File: config.mk
export PLATFORM = sky130hd
export DESIGN_NAME = acc_cpu_sequencer
export DESIGN_NICKNAME = d
export VERILOG_FILES = /design/src/rtl/acc_cpu_sequencer.sv
export SDC_FILE = /design/constraint.sdc
export NUM_CORES = 1
export LEC_CHECK = 0
export ABC_AREA = 1
export BUFFER_PORTS_ARGS = -buffer_cell sky130_fd_sc_hd__buf_2
export CORE_MARGIN = 4
export CORE_UTILIZATION = 55
export CTS_CLUSTER_DIAMETER = 60
export CTS_CLUSTER_SIZE = 14
export DETAILED_ROUTE_END_ITERATION = 7
export GPL_TIMING_DRIVEN = 0
export HOLD_SLACK_MARGIN = 0.06
export PLACE_DENSITY = 0.81
export SYNTH_ARGS = -nofsm -noshare
export SYNTH_HDL_FRONTEND = slang
export SYNTH_SLANG_ARGS = --single-unit
File: constraint.sdc
create_clock -name clk -period 3.1 [get_ports clk]
set_input_delay 0.31 -clock clk [delete_from_list [all_inputs] [get_ports clk]]
set_output_delay 0.31 -clock clk [all_outputs]
set_load 0.05 [all_outputs]
File: src/rtl/acc_cpu_sequencer.sv
// Fetch/decode/sequence controller for the accumulator execute unit.
// Fetches opcode/operand bytes, drives data-ROM rd/wr handshakes, runs sleep delays.
module acc_cpu_sequencer #(
    parameter int PC_W         = 8,
    parameter int SLEEP_CYCLES = 10000,
    parameter int TIMER_W      = 25
) (
    input  logic            clk,
    input  logic            reset,
    input  logic            start,
    output logic [PC_W-1:0] pm_addr,
    output logic            pm_rd,
    input  logic [7:0]      pm_data,
    output logic [7:0]      code,
    output logic [7:0]      in_data,
    output logic            exec_en,
    output logic            rd,
    output logic            wr,
    input  logic            mem_ack,
    output logic [PC_W-1:0] pc,
    output logic            busy,
    output logic            halted,
    output logic            illegal,
    output logic [3:0]      dbg_state
);

    localparam logic [3:0] S_IDLE    = 4'd0;
    localparam logic [3:0] S_FETCH   = 4'd1;
    localparam logic [3:0] S_DECODE  = 4'd2;
    localparam logic [3:0] S_OPFETCH = 4'd3;
    localparam logic [3:0] S_OPLATCH = 4'd4;
    localparam logic [3:0] S_MEM     = 4'd5;
    localparam logic [3:0] S_EXEC    = 4'd6;
    localparam logic [3:0] S_SLEEP   = 4'd7;
    localparam logic [3:0] S_HALT    = 4'd8;

    localparam logic [7:0] OP_NOP      = 8'h00;
    localparam logic [7:0] OP_LOAD_ROM = 8'h01;
    localparam logic [7:0] OP_LOAD_NUM = 8'h02;
    localparam logic [7:0] OP_OUT_ROM  = 8'h03;
    localparam logic [7:0] OP_CLR      = 8'h04;
    localparam logic [7:0] OP_INC      = 8'h05;
    localparam logic [7:0] OP_SLEEP    = 8'h0A;
    localparam logic [7:0] OP_DEC      = 8'h0C;
    localparam logic [7:0] OP_OUT      = 8'h0D;
    localparam logic [7:0] OP_HALT     = 8'hFF;

    localparam logic [TIMER_W-1:0] TIMER_LAST = TIMER_W'(SLEEP_CYCLES - 1);

    logic [3:0]         state_q,   state_d;
    logic [PC_W-1:0]    pc_q,      pc_d;
    logic [7:0]         opcode_q,  opcode_d;
    logic [7:0]         operand_q, operand_d;
    logic [TIMER_W-1:0] timer_q,   timer_d;
    logic               illegal_q, illegal_d;

    always_comb begin
        state_d   = state_q;
        pc_d      = pc_q;
        opcode_d  = opcode_q;
        operand_d = operand_q;
        timer_d   = timer_q;
        illegal_d = illegal_q;
        case (state_q)
            S_IDLE, S_HALT: begin
                if (start) begin
                    pc_d    = '0;
                    state_d = S_FETCH;
                end
            end
            S_FETCH: state_d = S_DECODE;
            S_DECODE: begin
                // Operand cleared so no-operand ops present in_data=0 in EXEC.
                opcode_d  = pm_data;
                operand_d = '0;
                pc_d      = pc_q + PC_W'(1);
                case (pm_data)
                    OP_LOAD_ROM, OP_LOAD_NUM, OP_OUT_ROM: state_d = S_OPFETCH;
                    OP_SLEEP: begin
                        timer_d = '0;
                        state_d = S_SLEEP;
                    end
                    OP_HALT:                      state_d = S_HALT;
                    OP_NOP:                       state_d = S_FETCH;
                    OP_CLR, OP_INC, OP_DEC, OP_OUT: state_d = S_EXEC;
                    default: begin
                        illegal_d = 1'b1;
                        state_d   = S_FETCH;
                    end
                endcase
            end
            S_OPFETCH: state_d = S_OPLATCH;
            S_OPLATCH: begin
                operand_d = pm_data;
                pc_d      = pc_q + PC_W'(1);
                state_d   = (opcode_q == OP_LOAD_NUM) ? S_EXEC : S_MEM;
            end
            S_MEM: begin
                if (mem_ack) begin
                    state_d = (opcode_q == OP_LOAD_ROM) ? S_EXEC : S_FETCH;
                end
            end
            S_EXEC: state_d = S_FETCH;
            S_SLEEP: begin
                if (timer_q == TIMER_LAST) begin
                    timer_d = '0;
                    state_d = S_FETCH;
                end else begin
                    timer_d = timer_q + TIMER_W'(1);
                end
            end
            default: state_d = S_IDLE;
        endcase
    end

    always_ff @(posedge clk) begin
        if (reset) begin
            state_q   <= S_IDLE;
            pc_q      <= '0;
            opcode_q  <= '0;
            operand_q <= '0;
            timer_q   <= '0;
            illegal_q <= 1'b0;
        end else begin
            state_q   <= state_d;
            pc_q      <= pc_d;
            opcode_q  <= opcode_d;
            operand_q <= operand_d;
            timer_q   <= timer_d;
            illegal_q <= illegal_d;
        end
    end

    // MEM is only entered for load_rom/out_rom, so rd and wr are mutually exclusive.
    assign pm_rd     = (state_q == S_FETCH) || (state_q == S_OPFETCH);
    assign pm_addr   = pc_q;
    assign exec_en   = (state_q == S_EXEC);
    assign code      = exec_en ? opcode_q : 8'h00;
    assign in_data   = ((state_q == S_MEM) || (state_q == S_EXEC)) ? operand_q : 8'h00;
    assign rd        = (state_q == S_MEM) && (opcode_q == OP_LOAD_ROM);
    assign wr        = (state_q == S_MEM) && (opcode_q == OP_OUT_ROM);
    assign pc        = pc_q;
    assign busy      = (state_q != S_IDLE) && (state_q != S_HALT);
    assign halted    = (state_q == S_HALT);
    assign illegal   = illegal_q;
    assign dbg_state = state_q;

endmodule

==> qor.yml <==
clock-root-buffer: "clkbuf_8"
clock_pin_slew_on_the_worst_setup_and_hold_paths_ns: 0.10
critical_path.max_fanout: 8
synthesis.area_per_instance_um2: 6.37
first_global_vias: 3080
drv.max_cap_violation_count: 0
synth_cells: 512
ys_seq_elements: 54
utilization_pct: 65.7
synth_edf_count: 0
ys_async_sr_fraction_pct: 0
vias: 3399
synth_cell_count_leaders: "nand2_1, nor2_1, inv_1"
synth.top_cell.area_share_pct: 33.2
status: "complete, no violations"
placement_rows: 27
post_cts_resize_count: 0
vias_per_cell: 5.27
yosysSeqAreaShare_pct: 33.2
critPathArrivalTime_ns: 1.83
die_area_um2: 7220
timing.hold.ws_ns: 0.278
synthesis.nets: 526
max_clock_freq_mhz: 468
grt_first_pass_wirelength_um: 13900
insertion_delay_ns: 0.31
critical_path.startpoint_type: "flip-flop"
floorplan.core_area_um2: 5640
most_used_standard_cell_by_instance_count_after_synthesis: "nand2_1"
tns_ns: 0
synth_flop_cell: "dfxtp_1"
initialDrtViolationCount: 176
worstPathCellList: "inv_1, nand2_4, nor2_1, nor2_1, nor2_1, buf_2"
h-tree-depth: 2
port_buffers: 53
largest_stage_delay_on_the_critical_path_ns: 0.45
power.static_leakage_nw: 1.64
final_layout_size_suffix_gt1_share_pct: 16.2
first_pass_iters: 6
timing_hold_violations_final: 0
design.portCount: 55
worst_ir_drop_vdd_mv: 0.231
final_total_power_w: 0.00131
max-slew-margin-rel_pct: 65.3
setup_viol: 0
holdPathStages: 3
fillCellCount: 529
mappedNetlistArea_um2: 3260
area_growth_pct: 13.7
cts.sinks: 54
gr-total-overflow: 0
worst_slew_pin_slew_ns: 0.520
routed_wl_um: 8210
antenna_found_initial: 0
synth-warning-count: 0
global_route.usage.total_pct: 23.1
worstPathRequired_ns: 2.79
final.setup_skew_ns: 0.00969
gpl.final_weighted_congestion: 0.942
wl_per_cell_um: 12.7
die-height_um: 85.0
largest_net_degree_at_the_start_of_global_routing: 16
worst_path_most_repeated_cell: "nor2_1"
drtAntennaViolNets: 0
netlist_top_cells_area: "dfxtp_1, nand2_1, nor2_1"
yosysTopAreaCell: "dfxtp_1"
final_net_count: 586
setup.worst_path.class: "reg -> out"
cts-buffers-inserted: 5
clock_path_buffers: 2
tritoncts: "yes"
post-dp-hpwl_um: 6460
rsz0062_at_grt: "false"
reg2reg_to: "timer_q[20]"
timing.critical_path.to_type: "output port"
fp.dieW_um: 85.0
pwr_density_cell_nw_per_um2: 354
final_period_minus_worst_setup_slack_ns: 2.14
cts_hold_buf: 0
post_synth_num_cell_types: 36
final_max_slew_viol_count: 0
insertedDiodeCount: 0
post_cts_buffers: 0
timing.hold.worst.class: "in -> reg"
start_util_pct: 57.8
rr_startpoint: "timer_q[0]"
worst-r2r-cell-count: 8
critical_path.slowest_cell: "dfxtp_1"
detail_route.drc_violations: 0
hold_path.startpoint: "pm_data[5]"
min_period_over_period_pct: 69.0
min_delay_worst_endpoint: "operand_q[5]"
r2r_setup_slack_ns: 1.19
## cell usage in the layout (no fill, tap or decap)
cell	synthesis	layout
nor2_1	79	79
o211ai_1	1	1
clkbuf_1	5	6
nand3_1	37	37
inv_1	64	64
xor2_1	8	8
buf_4	9	9
o21a_1	2	2
nand3_2	1	1
nor2_8	2	2
o21ai_2	2	2
nor3_1	14	14
nor3_4	1	1
nor3b_1	1	1
nand2_4	3	3
buf_2	2	55
inv_2	3	3
nor2_4	2	2
nor4_1	1	1
o21ai_0	16	16
nand3_4	1	1
nor2_2	1	1
or2_2	3	3
buf_6	2	2
nand4_1	10	10
o21ai_1	1	1
nand2_2	1	1
a31oi_1	1	1
clkinv_2	0	1
dfxtp_1	54	54
a22oi_1	1	1
nand3b_1	2	2
ha_1	2	2
nand2_1	129	129
a21oi_1	45	45
xnor2_1	4	4
clkbuf_8	0	6
a211oi_1	2	2
## critical path, delay by kind of cell (launching register included)
family                 cells  cell delay, ns
and+or+nand+nor            4            0.71
DFF                        1            0.45
buffers and inverters      2            0.35
## sequential cells by signal, summed over array words and instances (netlist names)
signal / cells
timer_q: 25
opcode_q: 8
operand_q: 8
pc: 8
dbg_state: 4
illegal: 1
## final cells by class
| type | instances | area (um^2) | area share [%] |
|---|---|---|---|
| clock inverters | 1 | 5.00 | 0.135 |
| inverters | 67 | 251 | 6.79 |
| clock buffers | 7 | 86.3 | 2.33 |
| multi-input cells | 373 | 1810 | 48.8 |
| plain buffers | 18 | 119 | 3.21 |
| well taps | 72 | 90.1 | 2.43 |
| flip-flops and latches | 54 | 1080 | 29.2 |
| repair buffers | 53 | 265 | 7.16 |
## where the power goes
group / internal [W] / switching (W)
clock: 0.000181 / 0.000223
sequential: 0.000707 / 0.0000132
combinational: 0.0000502 / 0.000137
## worst max-delay path by stage
stage / startpoint / end
2_1_floorplan: dbg_state[2] / wr
3_3_place_gp: timer_q[0] / dbg_state[2]
5_1_grt: dbg_state[0] / in_data[1]
6_report: dbg_state[0] / in_data[1]
3_5_place_dp: timer_q[0] / dbg_state[0]
4_1_cts: dbg_state[0] / in_data[1]
## routing by layer
metal	up-vias	global-route usage, %	wire length [um]
li1	1747	-	-
met1	1524	30.7	3780
met2	109	37.7	3690
met3	19	4.47	588
met4	0	7.48	153
met5	-	0	0
## logic make-up (layout without fill, tap and decap cells)
group                    count (synthesis)  count (layout)  share of synthesized area (%)
AO/OA/AOI/OAI                           71              71                           11.6
XOR/XNOR                                12              12                           3.22
adder cells (fa/ha/maj)                  2               2                          0.768
buffers and inverters                   85             146                           11.4
flip-flops                              54              54                           33.2
AND/OR/NAND/NOR                        288             288                           39.8
## through the flow
stage	area [um^2]	worst slack [ns]	std cells
2_1_floorplan	3260	0.110	512
3_3_place_gp	3610	1.29	637
3_5_place_dp	3610	1.21	637
4_1_cts	3710	0.952	645
5_1_grt	3710	0.748	645
6_report	3710	0.962	645
(Power assumes the default switching activity.)
